$ cat config.mk
export PLATFORM = sky130hd
export DESIGN_NAME = fetch_unit
export DESIGN_NICKNAME = d
export VERILOG_FILES = /design/src/rtl/fetch_unit.sv
export SDC_FILE = /design/constraint.sdc
export NUM_CORES = 1
export LEC_CHECK = 0
export BUFFER_PORTS_ARGS = -buffer_cell sky130_fd_sc_hd__buf_2
export CAP_MARGIN = 25
export CORE_MARGIN = 5
export CORE_UTILIZATION = 51
export CTS_CLUSTER_SIZE = 24
export DETAILED_ROUTE_END_ITERATION = 8
export PLACE_DENSITY = 0.84
export SLEW_MARGIN = 5
export SYNTH_ARGS = -nofsm -noshare
export SYNTH_HDL_FRONTEND = slang
export SYNTH_SLANG_ARGS = --single-unit
$ cat constraint.sdc
create_clock -name clk -period 4.5 [get_ports clk]
set_input_delay 0.225 -clock clk [delete_from_list [all_inputs] [get_ports clk]]
set_output_delay 0.225 -clock clk [all_outputs]
set_load 0.05 [all_outputs]
$ cat src/rtl/fetch_unit.sv
// Instruction fetch front end: issues one outstanding memory request at a time and
// holds the returned word in a single-entry buffer until the decode stage consumes it.
module fetch_unit #(
  parameter logic [31:0] RESET_PC = 32'h0000_0000
) (
  input  logic        clk,
  input  logic        reset,
  output logic        imem_req,
  output logic [31:0] imem_addr,
  input  logic        imem_gnt,
  input  logic        imem_rvalid,
  input  logic [31:0] imem_rdata,
  input  logic        stall,
  input  logic        redirect,
  input  logic [31:0] redirect_pc,
  output logic        instr_valid,
  output logic [31:0] instr,
  output logic [31:0] pc,
  output logic [31:0] pc_plus4,
  output logic [6:0]  op,
  output logic [2:0]  funct3,
  output logic        funct7,
  output logic        misaligned
);

  typedef enum logic [1:0] {FETCH, WAIT, DROP, HALT} state_t;

  state_t      state;
  logic [31:0] fetch_pc;
  logic        consume;
  logic        redirect_taken;
  logic        buf_free;
  logic        granted;
  logic        load;

  assign consume        = instr_valid & ~stall;
  assign redirect_taken = consume & redirect;
  assign buf_free       = ~instr_valid | consume;
  assign imem_req       = ~reset & (state == FETCH) & buf_free & ~redirect_taken;
  assign imem_addr      = fetch_pc;
  assign granted        = imem_req & imem_gnt;
  assign load           = (state == WAIT) & imem_rvalid & ~redirect_taken;

  assign pc_plus4 = pc + 32'd4;
  assign op       = instr[6:0];
  assign funct3   = instr[14:12];
  assign funct7   = instr[30];

  always_ff @(posedge clk) begin
    if (reset) begin
      state       <= FETCH;
      fetch_pc    <= RESET_PC;
      instr_valid <= 1'b0;
      instr       <= 32'h0;
      pc          <= RESET_PC;
      misaligned  <= 1'b0;
    end else begin
      if (consume) instr_valid <= 1'b0;

      case (state)
        FETCH: if (granted) state <= WAIT;
        WAIT: begin
          if (load) begin
            instr       <= imem_rdata;
            pc          <= fetch_pc;
            instr_valid <= 1'b1;
            fetch_pc    <= fetch_pc + 32'd4;
            state       <= FETCH;
          end
        end
        DROP: if (imem_rvalid) state <= FETCH;
        HALT: state <= HALT;
        default: state <= FETCH;
      endcase

      // A response arriving alongside the redirect is simply not loaded, so no DROP is needed.
      if (redirect_taken) begin
        instr_valid <= 1'b0;
        if (redirect_pc[1:0] == 2'b00) begin
          fetch_pc <= redirect_pc;
          if (((state == WAIT) && !imem_rvalid) || granted) state <= DROP;
          else state <= FETCH;
        end else begin
          misaligned <= 1'b1;
          state      <= HALT;
        end
      end
    end
  end

endmodule
==> results of run 1 <==
[critical path, stage by stage, from the launching register on]
cell and delay (ns):
dfxtp_1 0.43, ha_1 0.24, and4_1 0.32, and2_1 0.21, and2_1 0.21, nand3_1 0.12
xnor2_1 0.15, buf_2 0.28
[state kept, by name (all words and copies together) (netlist names)]
register and count:
imem_addr 32, instr 32, pc 32, state 2, instr_valid 1, misaligned 1
[placed cells by master, fill, tap and decap left out, types with 2 or more instances in the layout]
master,netlist,final
inv_1,5,5
a211oi_1,27,27
and2_1,3,3
nand4b_1,2,2
buf_2,2,210
o21ai_0,4,4
nand2_1,149,148
nand4_2,2,2
nor3b_1,3,3
xor2_1,28,28
nor2_2,2,2
nand3_1,23,22
nor2_1,39,39
a21oi_1,68,68
clkbuf_1,21,2
clkbuf_8,0,10
nor3_1,5,5
and4_1,6,6
nand4_1,17,17
and3_1,15,14
xnor2_1,27,27
buf_12,0,2
buf_4,13,2
dfxtp_1,100,100
nand2b_1,3,3
mux2i_1,2,2
ha_1,6,6
[final timing paths]
path / start / to / slack (ns) / cells past startpoint
worst max-delay path: pc[2]$_SDFFE_PP0P_ / pc_plus4[22] / 1.95 / 7
worst max register to register: state[1]$_SDFFE_PP0P_ / imem_addr[28]$_SDFF_PP0_ / 2.31 / 7
worst min-delay path: imem_rdata[29] / instr[29]$_SDFFE_PP0P_ / 0.10 / 3
worst min register to register: misaligned$_SDFFE_PP0P_ / misaligned$_SDFFE_PP0P_ / 0.46 / 2
[routing by layer]
metal	wire length [um]	part of all wire, %
met5	18	0.13
met4	262	1.9
met3	984	7.2
met2	6950	51
met1	5480	40
[layout make-up]
type / instances / area [um^2] / share of cell area, %
clock buffers: 12 / 145 / 2.45
clock inverters: 2 / 12.5 / 0.211
inverters: 5 / 18.8 / 0.317
multi-input cells: 445 / 2500 / 42.2
flip-flops and latches: 100 / 2000 / 33.8
well taps: 111 / 139 / 2.34
repair buffers: 214 / 1110 / 18.7
[metrics by stage]
step                hold slack (ns)  setup slack [ns]  total power, mW  cells
finish                        0.101              1.95             1.72    889
global route                 0.0910              1.79             1.79    889
CTS                          0.0910              1.95             1.73    888
detailed placement            0.437              2.26             1.25    874
global placement              0.430              2.29             1.23    873
floorplan                     0.358              1.73             1.16    595
[power groups by stage]
stage / Clock (mW) / Combinational (mW) / Sequential [mW]
after floorplan: 0 / 0.136 / 1.03
after global placement: 0 / 0.286 / 0.947
after detailed placement: 0 / 0.298 / 0.948
after CTS: 0.506 / 0.298 / 0.928
after global routing: 0.542 / 0.318 / 0.932
final: 0.494 / 0.297 / 0.928
[cells by family after synthesis]
kind of cell / share of synthesized area (%)
compound gates: 13.1
buf+inv: 5.20
xor+xnor: 10.2
mux: 0.422
flops: 42.2
simple gates: 27.3
fa+ha+maj: 1.58
==> results.md, run 1 <==
- Top_reg_cell synth: dfxtp_1
- Sw Pwr: roughly 0.52 mW
- CP arrival: 2.32 ns
- Flop pwr share: between 50% and 60%
- Synth area leader: dfxtp_1
- DR vias/cell: 5.39
- Seq/Total Area, Yosys: between 40% and 50%
- Initial Util: 51.8%
- Drt pass-1 iters: 5
- Synth Instances: between 500 and 600
- Setup violators final: 0
- Clock share of power: between 20% and 30%
- LEAKAGE: approximately 2.7 nW
- Die Wd: 106 um
- Worst slew margin: between 30% and 40%
- Antenna cells: 0
- CTS resizes: 0
- Post-synth EDFFs: 0
- Worst-Skew Late Latency: 0.35 ns
- Top-count cell post-synth: nand2_1
- Critical path endpoint category: output port
- Max FO, Critical Path: 6
- Final Hold Viols: 0
- Tcrit/Tclk final: a little under three fifths
- H-tree Lvls: 3
- Min-delay worst type: in -> reg
- Yosys reg bits: 100
- Row cnt: 35
- Hold_buf cts: 0
- Starting DRT DRC Count: 257
- Max Cap Viol: 0
- Port bufs: 211
- Final GP Congestion: 0.848
- Max VDD drop: 221 uV
- M1 GR Usage: 28.2%
- Power per cell area: 290 nW/um^2
- Cell Int Power: 1.20 mW
- Die ar.: approximately 11000 um^2
- Synth cell types: 41
- CP required: 4.28 ns
- Met2 Resource Use GR: 40.3%
- Final core utilization: 64.7%
- CTS sink cnt: 100
- RSZ-0062 raised after global routing: false
- Placed Instance Area: approximately 5700 um^2
- Aggregate global routing overflow: 0
- Root buffer cell: clkbuf_8
- Met3 Resource Use GR: 5.10%
- Startpoint class of the critical path: register
- CTS tree: yes
- Drt drc: 0
- Synth async-reset ratio: 0%
- Layout fillers: 814
- Min Tclk post-route: between 2 and 3 ns
- First-pass GRT wire length: 21.7 mm
- Fin Setup TNS: 0 ns
- WS Path Type: reg -> out
- GRT Total Usage: between 20% and 30%
- Worst-path clk slew: 0.09 ns
- Outcome: completed
- Layout Nets: 851
- Clk_skew: 0.00530 ns
- Final Instance Area: roughly 5900 um^2
- Max Clock Freq: 0.392 GHz
- Largest net degree at the start of global routing: 103
- CTS max path bufs: 2
- I/O Pins: 212
- Area grow syn2layout: 25.0%
- Syn_nets: 671
- Vias in the first global route: 4515
- Post-synth top cells: nand2_1, dfxtp_1, a21oi_1, nor2_1, xor2_1
- Logic pwr share: 17.3%
- Leading post-synthesis cells by cell area: dfxtp_1, nand2_1, a21oi_1
- Slew Viols, Final: 0
- Core area: between 9000 and 10000 um^2
- Dpl hpwl: 10.3 mm
- Layout cells sized above 1: a little under a third
- Post-CTS Setup Repair Bufs: 0
- Yosys top cell area share: 42.2%
- Final wirelength: 13.7 mm
- Antenna-violating nets left: 0
- Clock buffer count from CTS: 9
- YS warnings: 0
- Avg WL per Cell: approximately 15 um
- Synthesized area per cell: 7.97 um^2
- Worst-Margin Slew: 1.03 ns
- Die Y: 106 um
- Most Crowded Layer GR: met2
- Initial antenna violation count: 1
- Cell Area, Synth: 4740 um^2
- Switching part of the total: 30.4%
- Vias: between 4000 and 5000
No activity file was read; power rests on OpenSTA's default activity.
==> run 2, diff against run 1 <==
Settings changed: CORE_UTILIZATION 51 to 47, PLACE_DENSITY 0.84 to 0.78.
Clock period 4.5 ns to 2.5 ns, I/O delays scaled along.
==> results.md, run 2 (synthesis results as in run 1) <==
- Logic pwr share: 18.4%
- Final core utilization: 64.3%
- I/O Pins: between 200 and 250
- Max VDD drop: 305 uV
- CP arrival: 2.21 ns
- Clk_skew: 0.0138 ns
- Layout cells sized above 1: a little under a third
- Max Clock Freq: 0.429 GHz
- M1 GR Usage: 27.2%
- Slowest stage delay, CP: 0.40 ns
- Core area: between 9000 and 10000 um^2
- Outcome: completed
- Area grow syn2layout: 33.1%
- Row cnt: 36
- CTS tree: yes
- Min-delay worst type: in -> reg
- Starting DRT DRC Count: 316
- DR vias/cell: 5.24
- Clock buffer count from CTS: 9
- Initial antenna violation count: 1
- Die Wd: 110 um
- Die ar.: 12200 um^2
- Drt drc: 0
- Tcrit/Tclk final: around 93%
- Critical path endpoint category: output port
- Drt pass-1 iters: 5
- Cell Int Power: 2.15 mW
- Flop pwr share: a little over half
- Layout Nets: 883
- Final GP Congestion: 0.878
- Slew Viols, Final: 0
- Antenna-violating nets left: 0
- Largest net degree at the start of global routing: 60
- Startpoint class of the critical path: register
- Met3 Resource Use GR: 5.42%
- Worst-Skew Late Latency: 0.36 ns
- Critical-path top delay cell: dfxtp_1
- Final worst slack: approximately 0.17 ns
- Worst-path clk slew: 0.09 ns
- Most common cell after layout, fill and taps aside: buf_2
- Die Y: 110 um
- Dpl hpwl: 10.6 mm
- Sw Pwr: 0.983 mW
- Most Crowded Layer GR: met2
- Worst slew margin: a little over half
- CP required: 2.38 ns
- Fin Setup TNS: 0 ns
- Clock share of power: 28.3%
- Power per cell area: 497 nW/um^2
- GRT Total Usage: 23.1%
- Post-CTS Setup Repair Bufs: 0
- CTS max path bufs: 2
- Setup violators final: 0
- LEAKAGE: 2.89 nW
- Most frequent cells in the layout: buf_2, nand2_1, dfxtp_1
- Port bufs: 211
- Place WS: about 0.39 ns
- Min Tclk post-route: between 2 and 2.5 ns
- Vias in the first global route: 4831
- RSZ-0062 raised after global routing: false
- WS Path Type: reg -> out
- CTS sink cnt: 100
- Switching part of the total: 31.3%
- Hold Slack: 0.0154 ns
- First-pass GRT wire length: ~24 mm
- H-tree Lvls: 3
- Aggregate global routing overflow: 0
- Final Hold Viols: 0
- Avg WL per Cell: 15.4 um
- Max Cap Viol: 0
- Root buffer cell: clkbuf_8
- Critical-path cell list: ha_1 -> and4_1 -> and2_1 -> and2_2 -> nand4_1 -> xnor2_2 -> buf_4
- Met2 Resource Use GR: about two fifths
- Worst-Margin Slew: 0.693 ns
- Vias: 4945
- Initial Util: 48.3%
- Final wirelength: around 15 mm
- Max FO, Critical Path: 5
run 2: changes by cell type in the layout (fill, tap and decap cells not counted), sizes merged:
| cell | before | now |
|---|---|---|
| diode | 0 | 1 |
| inv | 5 | 6 |
| buf | 214 | 219 |
| clkinvlp | 1 | 2 |
| dlygate4sd3 | 0 | 25 |
| clkbuf | 12 | 11 |
run 2: through the flow:
step           power (mW)  instances  area (um^2)
2_1_floorplan        2.09        595         4800
3_3_place_gp         2.24        904         5890
3_5_place_dp         2.25        904         5890
4_1_cts              3.17        942         6300
5_1_grt              3.28        943         6310
6_report             3.14        943         6310
run 2: worst paths after layout:
kind                                             start  cells past startpoint  slack [ns]                        to
worst min register to register  instr[18]$_SDFFE_PP0P_                      2        0.46    instr[18]$_SDFFE_PP0P_
worst min-delay path                    imem_rdata[28]                      3        0.02    instr[28]$_SDFFE_PP0P_
worst max register to register   state[1]$_SDFFE_PP0P_                      7        0.37  imem_addr[30]$_SDFF_PP0_
worst max-delay path                pc[3]$_SDFFE_PP0P_                      7        0.17              pc_plus4[20]
run 2: power by group through the flow:
stage | Combinational (mW) | Sequential, mW | Clock [mW]
after detailed placement | 0.542 | 1.71 | 0
after global placement | 0.534 | 1.70 | 0
after CTS | 0.574 | 1.67 | 0.921
final | 0.577 | 1.67 | 0.887
after global routing | 0.615 | 1.68 | 0.984
after floorplan | 0.245 | 1.85 | 0
run 2: critical path, delay by kind of cell (launching register included):
kind / cells / cell delay [ns]
simple gates: 4 / 0.85
flops: 1 / 0.40
fa+ha+maj: 1 / 0.22
buf+inv: 1 / 0.22
xor+xnor: 1 / 0.17
run 2: area by class of cell:
cell class                      instances  area [um^2]
Antenna cell                            1         2.50
Timing Repair Buffer                  246         1400
Fill cell                             887         3510
Clock inverter                          4         28.8
Tap cell                              133          166
Inverter                                5         18.8
Multi-Input combinational cell        445         2560
Sequential cell                       100         2000
Clock buffer                            9          124
run 2: repair_timing:
item	CTS	global route
hold buffers	25	0
hold endpoints to repair	25	0
setup endpoints to repair	0	8
gates resized for setup	0	7
run 2: layer usage:
metal	wire length, um	share of wire (%)	vias to the layer above
li1	-	-	2439
met1	5890	40	2289
met2	7320	50	182
met3	944	6.5	35
met4	412	2.8	0
met5	0	0	-
==> run 3, diff against run 2 <==
Settings changed: BUFFER_PORTS_ARGS -buffer_cell sky130_fd_sc_hd__buf_2 to -buffer_cell sky130_fd_sc_hd__clkbuf_2, REMOVE_ABC_BUFFERS set to 1, SETUP_SLACK_MARGIN set to 0.1.
==> results.md, run 3 (synthesis results as in run 1) <==
- Slowest stage delay, CP: 0.41 ns
- Final Hold Viols: 0
- Power per cell area: 522 nW/um^2
- Layout cells sized above 1: 31.6%
- Startpoint class of the critical path: register
- RSZ-0062 raised after global routing: false
- Aggregate global routing overflow: 0
- Reg2reg start: state[1]$_SDFFE_PP0P_
- Vias: just under 5000
- Most frequent cells in the layout: clkbuf_2, nand2_1, dfxtp_1
- Die Wd: 110 um
- Place WS: 0.351 ns
- R2R depth: 7
- Dpl hpwl: 10.9 mm
- Avg WL per Cell: 15.8 um
- Slew Viols, Final: 0
- Largest net degree at the start of global routing: 59
- Die ar.: approximately 12000 um^2
- Core area: 9820 um^2
- Drt pass-1 iters: 4
- CP arrival: 2.18 ns
- Hold Slack: 0.0217 ns
- Port bufs: 211
- Die Y: 110 um
- Worst slew margin: 60.2%
- Clk_skew: between 0.01 and 0.015 ns
- Post-CTS Setup Repair Bufs: 0
- Initial antenna violation count: 2
- Worst-Skew Late Latency: 0.37 ns
- CTS tree: yes
- Final worst slack: ~0.20 ns
- Reg-to-Reg End: imem_addr[20]$_SDFF_PP0_
- CTS sink cnt: 100
- WS Path Type: reg -> out
- Critical path endpoint category: output port
- Hold Path Depth: 3
- First-pass GRT wire length: 24.7 mm
- Bufs and invs on worst path: 1
- Drt drc: 0
- Critical Path Stages: 6
- Critical-path cell list: and4_1 -> and3_1 -> and4_1 -> nand3_1 -> xnor2_1 -> buf_2
- Antenna-violating nets left: 0
- Tcrit/Tclk final: around 90%
- GRT Total Usage: about a quarter
- Placed Instance Area: 5830 um^2
- DR vias/cell: 5.22
- Worst-path clk slew: ~0.10 ns
- Min Tclk post-route: 2.30 ns
- Outcome: completed
- Max Clock Freq: 0.435 GHz
- CP required: between 2 and 2.5 ns
- Critical-path top delay cell: dfxtp_1
- CTS max path bufs: 2
- Worst hold endpoint: imem_addr[27]$_SDFF_PP0_
- Setup violators final: 0
- Non-Filler Instances: 952
- Final wirelength: about 15 mm
- Root buffer cell: clkbuf_8
- Top cell by count, worst path: and4_1
- Starting DRT DRC Count: 341
- Family with the most delay on the worst path: simple AND/OR/NAND/NOR gates
- Initial Util: 48.3%
- Layout Nets: 888
- Max FO, Critical Path: 5
- Row cnt: 36
- Final GP Congestion: 0.824
- Final Instance Area: 6380 um^2
- Placed insts: 903
- Setup slack, reg-to-reg: 0.40 ns
- Power after layout: 3.33 mW
- Vias in the first global route: 4966
- Max Cap Viol: 0
- LEAKAGE: 2.77 nW
- Hold Path Origin: redirect_pc[27]
- Clock buffer count from CTS: 9
- Min-delay worst type: in -> reg
- H-tree Lvls: 3
- Area grow syn2layout: 34.5%
- Most common cell after layout, fill and taps aside: clkbuf_2
- Worst-Margin Slew: 0.598 ns
- Fin Setup TNS: 0 ns
- Max VDD drop: 314 uV
- Final core utilization: 64.9%
- I/O Pins: 212
[run 3: per-layer routing]
metal  vias to the layer above  part of all wire [%]  track usage, %
met1                      2273                    39            27.3
met2                       188                    50            42.3
met3                        54                   6.2            6.13
met4                         0                   4.1            11.2
met5                         -                     0               0
li1                       2455                     -               -
[run 3: tightest hold or removal path: cells and delay by family]
family | cells | cell delay (ns)
and+or+nand+nor | 1 | 0.09
AOI/OAI and AO/OA | 1 | 0.05
buffers and inverters | 1 | 0.08
[run 3: report_power, final]
group          switching (mW)  leakage, nW  total (mW)  internal, mW
Clock                   0.592        0.104        1.08         0.484
Combinational           0.412         1.85       0.582         0.170
Sequential             0.0358        0.812        1.67          1.64
Total                    1.04         2.77        3.33          2.29
[run 3: timing repair]
action	4_1_cts	5_1_grt
endpoints found under the hold margin	31	0
setup endpoints to repair	5	14
hold buffers	31	0
gates resized for setup	7	18
cloned	0	0
[run 3: cell type report]
cell class,count,area (um^2)
fill,869,3440
multi-input combinational,445,2510
sequential,100,2010
timing repair buffer,251,1460
tap,133,166
clock buffer,10,128
clock inverter,6,76.3
inverter,5,18.8
antenna,2,5.00
[run 3: worst max path at each step]
stage / slack (ns) / endpoint / from
3_3_place_gp: 0.40 / pc_plus4[20] / pc[2]$_SDFFE_PP0P_
6_report: 0.20 / pc_plus4[31] / pc[9]$_SDFFE_PP0P_
3_5_place_dp: 0.35 / pc_plus4[20] / pc[2]$_SDFFE_PP0P_
5_1_grt: 0.10 / pc_plus4[29] / pc[9]$_SDFFE_PP0P_
4_1_cts: 0.10 / pc_plus4[31] / pc[7]$_SDFFE_PP0P_
2_1_floorplan: -0.17 / pc_plus4[20] / pc[2]$_SDFFE_PP0P_
